<file path="src/rtl/recast_pkg.sv">
// Shared types and widths for the Recast accumulator stage.
package recast_pkg;

    localparam int XIN_W = 4;
    localparam int SUM_W = 12;
    localparam int CNT_W = 8;

    typedef enum logic [1:0] {
        ST_IDLE  = 2'd0,
        ST_ACCUM = 2'd1,
        ST_HOLD  = 2'd2
    } state_t;

endpackage

</file>
<file path="src/rtl/recast_accum.sv">
// Frame accumulator: sums, max-tracks and counts samples from the upstream
// Recast stage, then holds the frame result until downstream takes it.
//
//   state    | meaning
//   ---------+---------------------------------------------------------
//   ST_IDLE  | no samples in the current frame; SUM/MAXV/COUNT are 0
//   ST_ACCUM | partial frame, 1..FRAME_LEN-1 samples collected
//   ST_HOLD  | completed frame presented, input stalled until SUM_READY
module recast_accum
    import recast_pkg::*;
#(
    parameter int FRAME_LEN = 8
) (
    input  logic             CLK,
    input  logic             RST,
    input  logic [XIN_W-1:0] XIN,
    input  logic             XIN_VALID,
    output logic             XIN_READY,
    input  logic             FLUSH,
    output logic [SUM_W-1:0] SUM,
    output logic [XIN_W-1:0] MAXV,
    output logic [CNT_W-1:0] COUNT,
    output logic             SUM_VALID,
    input  logic             SUM_READY
);

    state_t           r_state;
    state_t           w_state_next;
    logic [SUM_W-1:0] r_sum;
    logic [XIN_W-1:0] r_maxv;
    logic [CNT_W-1:0] r_count;

    logic             w_accept;
    logic [CNT_W-1:0] w_cnt_next;
    logic             w_last;
    logic             w_release;

    // Ready comes from state only; RST gating keeps it low while reset is held.
    assign XIN_READY  = (r_state != ST_HOLD) && !RST;
    assign w_accept   = XIN_VALID && XIN_READY;
    assign w_cnt_next = r_count + CNT_W'(1);
    assign w_last     = w_accept && (w_cnt_next == CNT_W'(FRAME_LEN));
    assign w_release  = (r_state == ST_HOLD) && SUM_READY;

    // State register.
    always_ff @(posedge CLK or posedge RST) begin
        if (RST) begin
            r_state <= ST_IDLE;
        end else begin
            r_state <= w_state_next;
        end
    end

    // Next-state decode; a flush with no sample only closes a non-empty frame.
    always_comb begin
        w_state_next = r_state;
        case (r_state)
            ST_IDLE: begin
                if (w_accept) begin
                    w_state_next = (w_last || FLUSH) ? ST_HOLD : ST_ACCUM;
                end
            end
            ST_ACCUM: begin
                if (w_last || FLUSH) begin
                    w_state_next = ST_HOLD;
                end
            end
            ST_HOLD: begin
                if (SUM_READY) begin
                    w_state_next = ST_IDLE;
                end
            end
            default: w_state_next = ST_IDLE;
        endcase
    end

    // Frame datapath; registers are zero in IDLE, so the first sample needs
    // no separate load path.
    always_ff @(posedge CLK or posedge RST) begin
        if (RST) begin
            r_sum   <= '0;
            r_maxv  <= '0;
            r_count <= '0;
        end else if (w_accept) begin
            r_sum   <= r_sum + SUM_W'(XIN);
            r_maxv  <= (XIN > r_maxv) ? XIN : r_maxv;
            r_count <= w_cnt_next;
        end else if (w_release) begin
            r_sum   <= '0;
            r_maxv  <= '0;
            r_count <= '0;
        end
    end

    assign SUM       = r_sum;
    assign MAXV      = r_maxv;
    assign COUNT     = r_count;
    assign SUM_VALID = (r_state == ST_HOLD);

endmodule

</file>
<file path="config.mk">
export PLATFORM = sky130hd
export DESIGN_NAME = recast_accum
export DESIGN_NICKNAME = d
export VERILOG_FILES = /design/src/rtl/recast_pkg.sv /design/src/rtl/recast_accum.sv
export SDC_FILE = /design/constraint.sdc
export NUM_CORES = 1
export LEC_CHECK = 0
export BUFFER_PORTS_ARGS = -buffer_cell sky130_fd_sc_hd__buf_2
export CAP_MARGIN = 20
export CORE_AREA = 10 10 62 74
export DETAILED_ROUTE_END_ITERATION = 8
export DIE_AREA = 0 0 72 84
export GPL_TIMING_DRIVEN = 0
export PLACE_DENSITY = 0.73
export SLEW_MARGIN = 40
export SYNTH_ARGS = -nofsm -noshare
export SYNTH_HDL_FRONTEND = slang
export SYNTH_SLANG_ARGS = --single-unit
export TNS_END_PERCENT = 5
</file>
<file path="constraint.sdc">
create_clock -name CLK -period 3.6 [get_ports CLK]
set_input_delay 0.72 -clock CLK [delete_from_list [all_inputs] [get_ports CLK]]
set_output_delay 0.72 -clock CLK [all_outputs]
set_load 0.03 [all_outputs]
</file>
==> key figures <==
CTS
  – Total CTS buffers: 3
  – Clk_lat worst skew: approximately 270 ps
  – Post-CTS Setup Inserts: 0
  – CTS H-tree depth: 1
  – CTS Buffer Depth: 2
  – CTS sink count: 26
  – Clock Tree Root: clkbuf_8
  – CTS tree: done
  – Post-cts resize count: 0
  – Clock transition at path regs: roughly 80 ps
  – Hold-fix buffer count after cts: 0

Logic synthesis
  – Top post-synthesis cells by area: dfrtp_1 42%, ha_1 8.1%, nand2_1 4.6%
  – Syn. warnings: 0
  – Largest family of logic cells by synthesized area: compound AO/OA/AOI/OAI gates
  – Post-synth top area share: 42.0%
  – Post-Synth XOR/XNOR Area: 2.26%
  – Synth Area in Adders: 9.36%
  – Netlist cell types: 38
  – Post-synthesis mux area share: around 6%
  – FF+latch count, synth: 26
  – Syn Nets: 178
  – Syn_area_per_cell: 9.81 µm²
  – Gate Count Post-Synth: 158
  – Area leader, netlist: dfrtp_1
  – Register area share after synthesis: 42.0%
  – Compound-cell area share of the yosys netlist: 19.5%
  – Synth Area in Simple Gates: 16.3%
  – Cell area after synthesis: 0.00155 mm²

Drt
  – Initial DRC count: 98
  – DR DRC count: 0
  – Drt pass-1 iters: 6
  – Via/cell ratio: ~5.7
  – Wire length per cell: 16.2 µm
  – Final ANT Viol Nets: 0
  – Final wirelength: around 3.8 mm
  – Via count: 1,328

Placed design
  – Port-buffer cells: 34
  – Area after DPL: 0.00177 mm²
  – Placement Setup Slack: 1030 ps
  – Placed Cells: 229
  – Routability cong.: ~0.9
  – HPWL after DPL: 2.91 mm

Timing
  – Hold WS: 480 ps
  – Final setup vio count: 0
  – Post-Route Setup TNS: 0 ps
  – Slew Limit Headroom: 63.8%
  – Final max-slew violation count: 0
  – RSZ-0062 raised after global routing: false
  – Setup WS post-layout: 1340 ps
  – Max Clock Skew: 0.707 ps
  – Fmax: around 440 MHz
  – Worst-margin pin slew: 542 ps
  – Final Hold Viols: 0
  – Minimum clock period: roughly 2300 ps
  – Final worst-path cycle share: 62.9%

Setup path
  – Worst Setup End Kind: register
  – Worst setup SP type: input port
  – Crit path max fanout: 6
  – CP arrival: 2460 ps
  – Required time worst endpoint: 3800 ps
  – Crit Path Class: in -> reg

Layout
  – Core Util, Final: 56.1%
  – # fillers: about 300
  – Most frequent cells in the layout: 35 x buf_2, 26 x dfrtp_1, 19 x nand2_1
  – # diodes: 0
  – NumNets Final: around 220
  – Most common cell after layout, fill and taps aside: buf_2
  – Post-route cell area: 0.00181 mm²
  – Share of cells above drive strength 1: 25.1%
  – Non-filler cells, final: 232
  – Layout overhead on the synthesized area: 16.6%

GRT
  – Global-route wire length before repair: 6.49 mm
  – Largest net degree at the start of global routing: 27
  – Global Route Usage Sum: about an eighth
  – Number of global-route vias before repair: between 1k and 1.5k
  – Grt total ovfl: 0
  – Initial antenna violation count: 0

Power
  – LEAKAGE: between 0.9 and 1 nW
  – Maximum vdd drop: about 320 µV
  – Pwr dens: 616 mW/mm²
  – Total Power: between 1 and 1.5 mW

Floorplanning
  – Die X: slightly above 70 µm
  – Core Box Area: 0.00322 mm²
  – Die H: between 80 and 90 µm
  – Placement Rows: 23
  – Boundary pin count: 35
  – Initial Utilization: roughly half
  – Die area: 0.00605 mm²

Flow run
  – Maxcap violations: 0

Min path
  – HP Class: reg -> reg

Outcome
  – Status: complete, no violations
sequential cells by signal, indices dropped and copies added (netlist names):
| name | flops |
|---|---|
| r_state | 2 |
| MAXV | 4 |
| COUNT | 8 |
| SUM | 12 |
metal layers:
metal	part of all wire, %	up-vias	track usage (%)	wire length (µm)
met4	1.5	0	6.70	56
met2	51	38	22.4	1920
met3	6.6	5	4.05	246
met5	0	-	0	0
met1	41	638	13.7	1530
li1	-	647	-	-
Yosys cell counts, drive strengths merged:
cell,count
dfrtp,26
nand2,19
o21ai,12
inv,11
ha,10
nor2,10
o31ai,8
mux2i,7
nand3,6
a21oi,5
and3,4
a22o,3
buf,3
nor4b,3
o211ai,3
xnor2,3
a211oi,2
a21o,2
a41oi,2
and4,2
clkbuf,2
mux2,2
nor2b,2
o21a,2
a221o,1
and2,1
fa,1
nand2b,1
nor3b,1
o2111a,1
o21bai,1
o32ai,1
xor2,1
report_power, final:
| group | internal, mW | switching [mW] |
|---|---|---|
| Clock | 0.0751 | 0.0868 |
| Combinational | 0.181 | 0.338 |
| Sequential | 0.359 | 0.0734 |
| Total | 0.615 | 0.498 |
layout make-up:
class / instances / area, µm² / area share [%]
clock buffer: 3 / 41.3 / 2.28
tap: 37 / 46.3 / 2.56
inverter: 11 / 41.3 / 2.28
timing repair buffer: 34 / 170 / 9.41
multi-input combinational: 116 / 827 / 45.7
sequential: 26 / 651 / 36.0
buffer: 5 / 31.3 / 1.73
cells by family (layout without fill, tap and decap cells):
group,count (synthesis),in the layout
flip-flops,26,26
XOR/XNOR,4,4
multiplexers,9,9
adder cells (fa/ha/maj),11,11
buffers and inverters,16,53
AO/OA/AOI/OAI,43,43
AND/OR/NAND/NOR,49,49
critical path, stage by stage:
cell     delay, ps
buf_2           90
ha_1           180
inv_1           70
fa_1           420
inv_1           80
a21o_1         100
a21oi_1        150
nor4b_1        440
mux2i_1        230
final timing paths:
kind	from	to	slack, ps	cells past startpoint
setup reg to reg	SUM[0]$_DFFE_PP0P_	SUM[10]$_DFFE_PP0P_	1480	8
min in group asynchronous	RST	COUNT[7]$_DFFE_PP0P_	510	2
setup / recovery	XIN[0]	SUM[10]$_DFFE_PP0P_	1340	9
max in group asynchronous	RST	MAXV[0]$_DFFE_PP0P_	2740	2
hold / removal	SUM[11]$_DFFE_PP0P_	SUM[11]$_DFFE_PP0P_	480	1
hold reg to reg	SUM[11]$_DFFE_PP0P_	SUM[11]$_DFFE_PP0P_	480	1
Note: power is estimated with default switching activity, not from simulation.
